--- src/rtl/shifter_pkg.sv ---
// Shared definitions for the iterative shifter.
//   - shift_op_e : operation encodings seen on ctrl_op
//   - state_e    : controller states
//   - WIDTH, BIG_STEP, AMT_W : datapath width, coarse step size, amount width
package shifter_pkg;

    localparam int unsigned WIDTH    = 32;
    localparam int unsigned BIG_STEP = 8;
    localparam int unsigned AMT_W    = 5;

    typedef enum logic [1:0] {
        OP_SLL = 2'b00,
        OP_SRL = 2'b01,
        OP_SRA = 2'b10,
        OP_ROR = 2'b11
    } shift_op_e;

    typedef enum logic [1:0] {
        IDLE  = 2'b00,
        SHIFT = 2'b01,
        DONE  = 2'b10
    } state_e;

    // Amount consumed by one step: the coarse stride or a single bit.
    function automatic logic [AMT_W-1:0] step_amount(input logic big);
        return big ? AMT_W'(BIG_STEP) : AMT_W'(1);
    endfunction

endpackage

--- src/rtl/shift_step.sv ---
// One combinational shift step of the iterative shifter.
//   acc_i : current working value
//   op_i  : operation (SLL/SRL/SRA/ROR)
//   big_i : 1 = shift by BIG_STEP bits, 0 = shift by one bit
//   acc_o : shifted value
module shift_step
    import shifter_pkg::*;
(
    input  logic [WIDTH-1:0] acc_i,
    input  shift_op_e        op_i,
    input  logic             big_i,
    output logic [WIDTH-1:0] acc_o
);

    always_comb begin
        acc_o = acc_i;
        if (big_i) begin
            case (op_i)
                OP_SLL: acc_o = {acc_i[WIDTH-BIG_STEP-1:0], {BIG_STEP{1'b0}}};
                OP_SRL: acc_o = {{BIG_STEP{1'b0}}, acc_i[WIDTH-1:BIG_STEP]};
                // acc[31] still holds the original sign at every step.
                OP_SRA: acc_o = {{BIG_STEP{acc_i[WIDTH-1]}}, acc_i[WIDTH-1:BIG_STEP]};
                OP_ROR: acc_o = {acc_i[BIG_STEP-1:0], acc_i[WIDTH-1:BIG_STEP]};
            endcase
        end else begin
            case (op_i)
                OP_SLL: acc_o = {acc_i[WIDTH-2:0], 1'b0};
                OP_SRL: acc_o = {1'b0, acc_i[WIDTH-1:1]};
                OP_SRA: acc_o = {acc_i[WIDTH-1], acc_i[WIDTH-1:1]};
                OP_ROR: acc_o = {acc_i[0], acc_i[WIDTH-1:1]};
            endcase
        end
    end

endmodule

--- src/rtl/multicycle_shifter.sv ---
// Iterative 32-bit shifter: shifts by 8 bits per cycle while at least 8
// remain, then by 1 bit per cycle. Request and result use valid/ready.
//   clock, reset_n          : clock, asynchronous active-low reset
//   in_valid / in_ready     : request handshake (accepted only in IDLE)
//   data_operandA           : value to shift
//   ctrl_shiftamt           : shift amount 0-31
//   ctrl_op                 : 00 SLL, 01 SRL, 10 SRA, 11 ROR
//   out_valid / out_ready   : result handshake (held in DONE until taken)
//   data_result             : shifted value (working register)
//   busy                    : high while in SHIFT
// All outputs are registers or state decodes; no input-to-output paths.
module multicycle_shifter
    import shifter_pkg::*;
(
    input  logic             clock,
    input  logic             reset_n,
    input  logic             in_valid,
    output logic             in_ready,
    input  logic [WIDTH-1:0] data_operandA,
    input  logic [AMT_W-1:0] ctrl_shiftamt,
    input  logic [1:0]       ctrl_op,
    output logic             out_valid,
    input  logic             out_ready,
    output logic [WIDTH-1:0] data_result,
    output logic             busy
);

    state_e           state_q, state_d;
    logic [WIDTH-1:0] acc_q, acc_d;
    logic [AMT_W-1:0] rem_q, rem_d;
    shift_op_e        op_q, op_d;

    logic             big;
    logic [WIDTH-1:0] step_acc;

    assign big = (rem_q >= AMT_W'(BIG_STEP));

    shift_step u_step (
        .acc_i (acc_q),
        .op_i  (op_q),
        .big_i (big),
        .acc_o (step_acc)
    );

    always_ff @(posedge clock or negedge reset_n) begin
        if (!reset_n) begin
            state_q <= IDLE;
            acc_q   <= '0;
            rem_q   <= '0;
            op_q    <= OP_SLL;
        end else begin
            state_q <= state_d;
            acc_q   <= acc_d;
            rem_q   <= rem_d;
            op_q    <= op_d;
        end
    end

    always_comb begin
        state_d = state_q;
        acc_d   = acc_q;
        rem_d   = rem_q;
        op_d    = op_q;
        case (state_q)
            IDLE: begin
                // in_ready is the IDLE decode, so in_valid alone completes the handshake.
                if (in_valid) begin
                    acc_d   = data_operandA;
                    rem_d   = ctrl_shiftamt;
                    op_d    = shift_op_e'(ctrl_op);
                    state_d = (ctrl_shiftamt != '0) ? SHIFT : DONE;
                end
            end
            SHIFT: begin
                acc_d = step_acc;
                rem_d = rem_q - step_amount(big);
                if (rem_d == '0) begin
                    state_d = DONE;
                end
            end
            DONE: begin
                if (out_ready) begin
                    state_d = IDLE;
                end
            end
            default: state_d = IDLE;
        endcase
    end

    assign in_ready    = (state_q == IDLE);
    assign busy        = (state_q == SHIFT);
    assign out_valid   = (state_q == DONE);
    assign data_result = acc_q;

endmodule

--- config.mk ---
export PLATFORM = sky130hd
export DESIGN_NAME = multicycle_shifter
export DESIGN_NICKNAME = d
export VERILOG_FILES = /design/src/rtl/shifter_pkg.sv /design/src/rtl/shift_step.sv /design/src/rtl/multicycle_shifter.sv
export SDC_FILE = /design/constraint.sdc
export NUM_CORES = 1
export LEC_CHECK = 0
export ABC_AREA = 1
export ABC_CLOCK_PERIOD_IN_PS = 1700
export CORE_MARGIN = 4
export CORE_UTILIZATION = 50
export DETAILED_ROUTE_END_ITERATION = 7
export GPL_ROUTABILITY_DRIVEN = 0
export PLACE_DENSITY = 0.78
export SYNTH_ARGS = -nofsm -noshare
export SYNTH_HDL_FRONTEND = slang
export SYNTH_SLANG_ARGS = --single-unit
export TNS_END_PERCENT = 10
--- constraint.sdc ---
create_clock -name clock -period 1.7 [get_ports clock]
set_clock_uncertainty 0.05 [all_clocks]
set_input_delay 0.255 -clock clock [delete_from_list [all_inputs] [get_ports clock]]
set_output_delay 0.255 -clock clock [all_outputs]
set_load 0.005 [all_outputs]
==> impl_metrics.toml <==
[run_status]
status = "complete, no violations"

[worst_setup_path]
startpoint_type = "flop"
cp_num_buf_inv = 1
worstRegToRegCells = 6
rrSetupSlack_ps = 140
crit_path_max_incr_delay_ps = 560
crit_cells = 1
cp-end-kind = "primary output"
cp.required_ps = 1390
arrival_ps = 1340
crit_chain = "clkdlybuf4s50_1"
critical_path.top_delay_family = "buffers and inverters"
crit_type = "reg -> out"
reg2reg_from = "state_q[0]"
critPathSlowestCell = "clkdlybuf4s50_1"
crit_path_max_fanout = 5
r2r_end = "rem_q[3]"
startpoint = "data_result[6]"

[grt]
grt_pass1_wl_um = 15300
grt_max_degree = 42
grt-ovfl-total = 0
grt_pass1_vias = 3084
grt.total_usage = 0.260
antenna_found_initial = 0

[routing]
viasPerCell = 5.88
routed_wirelength_um = 9220
ant_nets = 0
drcViolationCount = 0
dr.pass1.iters = 5
vias = 3249
first_iter_violations = 306
wl_per_cell_um = 16.7

[yosys]
yosys.area.top_type = "dfrtp_1"
synth.avg_cell_area_um2 = 7.40
syn_area_mm2 = 0.00299
syn-num-nets = 448
synth_edf_count = 0
synth_cells = 404
synth_area_leaders = "dfrtp_1 34%, nand3_1 14%, nand2_1 13%"
ys_top_cells_by_count = "107 x nand2_1, 84 x nand3_1, 42 x a21oi_1"
synthArstFlopShare = 1.00
synth_flop_cell = "dfrtp_1"
ys_seq_elements = 41
ys_types = 29
yosysMostFrequentCell = "nand2_1"
synth_top_area_frac = 0.343
synth_warnings = 0
ys_seq_area_frac = 0.343

[place]
dpl_cell_area_mm2 = 0.00386
pre_cts_slack_ps = 74.0
dp_cells = 542
hpwl_um = 6880
portBuffers = 77

[finish]
layoutNonFillerInstCount = 553
drive_above_1_share = 0.141
design_area_mm2 = 0.00398
nNetsFinal = 524
antenna_cells = 0
syn_to_final_growth_pct = 33.1

[clocking]
htree_levels = 2
cts_tree = "built"
numCtsBuffers = 5
clock_path_buffers = 2
clock-sinks = 41
clock-root-buffer = "clkbuf_8"
clk_pin_slew_ps = 80
worstSkewPairLatency_ps = 300

[die]
initial_utilization = 0.530
rows = 27
die_y_um = 85.3
core-area_mm2 = 0.00564
io_pins = 78
die_w_um = 85.3
dieArea_mm2 = 0.00728

[timing]
drv_slew = 0
slew-limit-headroom = 0.677
tns_ps = 0
hold_violations = 0
worst_pin_slew_ps = 484
setup_ws_ps = 51.7
rsz0062_at_grt = "true"
holdWs_ps = 393
max_freq_ghz = 0.607
final-setup-viol-count = 0
period_share = 0.970
min_period_ps = 1650

[power_and_ir_drop]
vdd_drop_max_mv = 1.10
p_per_area_mw_per_mm2 = 2310
leakage_nw = 1.80

[hold_path]
hold_class = "in -> async"

[run]
maxCapViolations = 0
kinds of logic (layout without fill, tap and decap cells):
| group | after synthesis | count (layout) | share of synthesized area |
|---|---|---|---|
| simple gates | 224 | 224 | 0.345 |
| fa+ha+maj | 1 | 1 | 0.00418 |
| compound gates | 82 | 82 | 0.210 |
| buf+inv | 56 | 133 | 0.0971 |
| flops | 41 | 41 | 0.343 |
how the worst max path moves through the flow:
stage / end
2_1_floorplan: rem_q[4]
3_3_place_gp: data_result[16]
3_5_place_dp: data_result[16]
4_1_cts: in_ready
5_1_grt: state_q[1]
6_report: data_result[6]
flip-flops by register name, summed over array words and instances (netlist names):
signal and flops:
data_result 32, rem_q 5, op_q 2, state_q 2
cells in the final DEF, fill, tap and decap left out, types with 5 or more instances in the layout:
cell type and instances:
clkbuf_8 5, nand3_1 84, clkdlybuf4s50_1 73, a2bb2oi_2 16, or2_2 9, buf_4 10, nor2_1 12, a21oi_1 42
buf_12 6, nand4_1 7, dfrtp_1 38, inv_1 26, nand2_1 107, a2bb2oi_1 6
routing by layer:
| metal | global-route usage | vias to the layer above | part of all wire | wire length (µm) |
|---|---|---|---|---|
| met5 | 0 | - | 0 | 0 |
| met4 | 0.0691 | 0 | 0.019 | 175 |
| met1 | 0.346 | 1512 | 0.42 | 3830 |
| met2 | 0.426 | 171 | 0.48 | 4430 |
| met3 | 0.0583 | 25 | 0.084 | 775 |
| li1 | - | 1541 | - | - |
area by class of cell:
| type | count | area [µm²] |
|---|---|---|
| multi-input combinational | 307 | 1680 |
| sequential | 41 | 1030 |
| inverter | 31 | 121 |
| clock inverter | 2 | 10.0 |
| fill | 449 | 1660 |
| clock buffer | 6 | 72.6 |
| timing repair buffer | 94 | 971 |
| tap | 72 | 90.1 |
timing repair:
item / in CTS / in global routing
gates resized for setup: 3 / 6
endpoints found under the setup margin: 3 / 5
hold buffers: 1 / 0
buffers inserted: 0 / 2
endpoints found under the hold margin: 19 / 0
pin swaps: 0 / 1
report_power, final:
group          switching (mW)  leakage (nW)  internal, mW
Combinational            3.37          1.28          2.97
Clock                   0.345        0.0450         0.285
Sequential              0.707         0.477          1.51
Total                    4.42          1.80          4.77
through the flow:
| stage | util | power (mW) |
|---|---|---|
| after floorplan | - | 6.28 |
| after global routing | 0.705 | 9.96 |
| final | 0.705 | 9.19 |
| after detailed placement | 0.684 | 8.46 |
| after CTS | 0.700 | 9.10 |
| after global placement | 0.684 | 8.33 |
(Power assumes the default switching activity.)
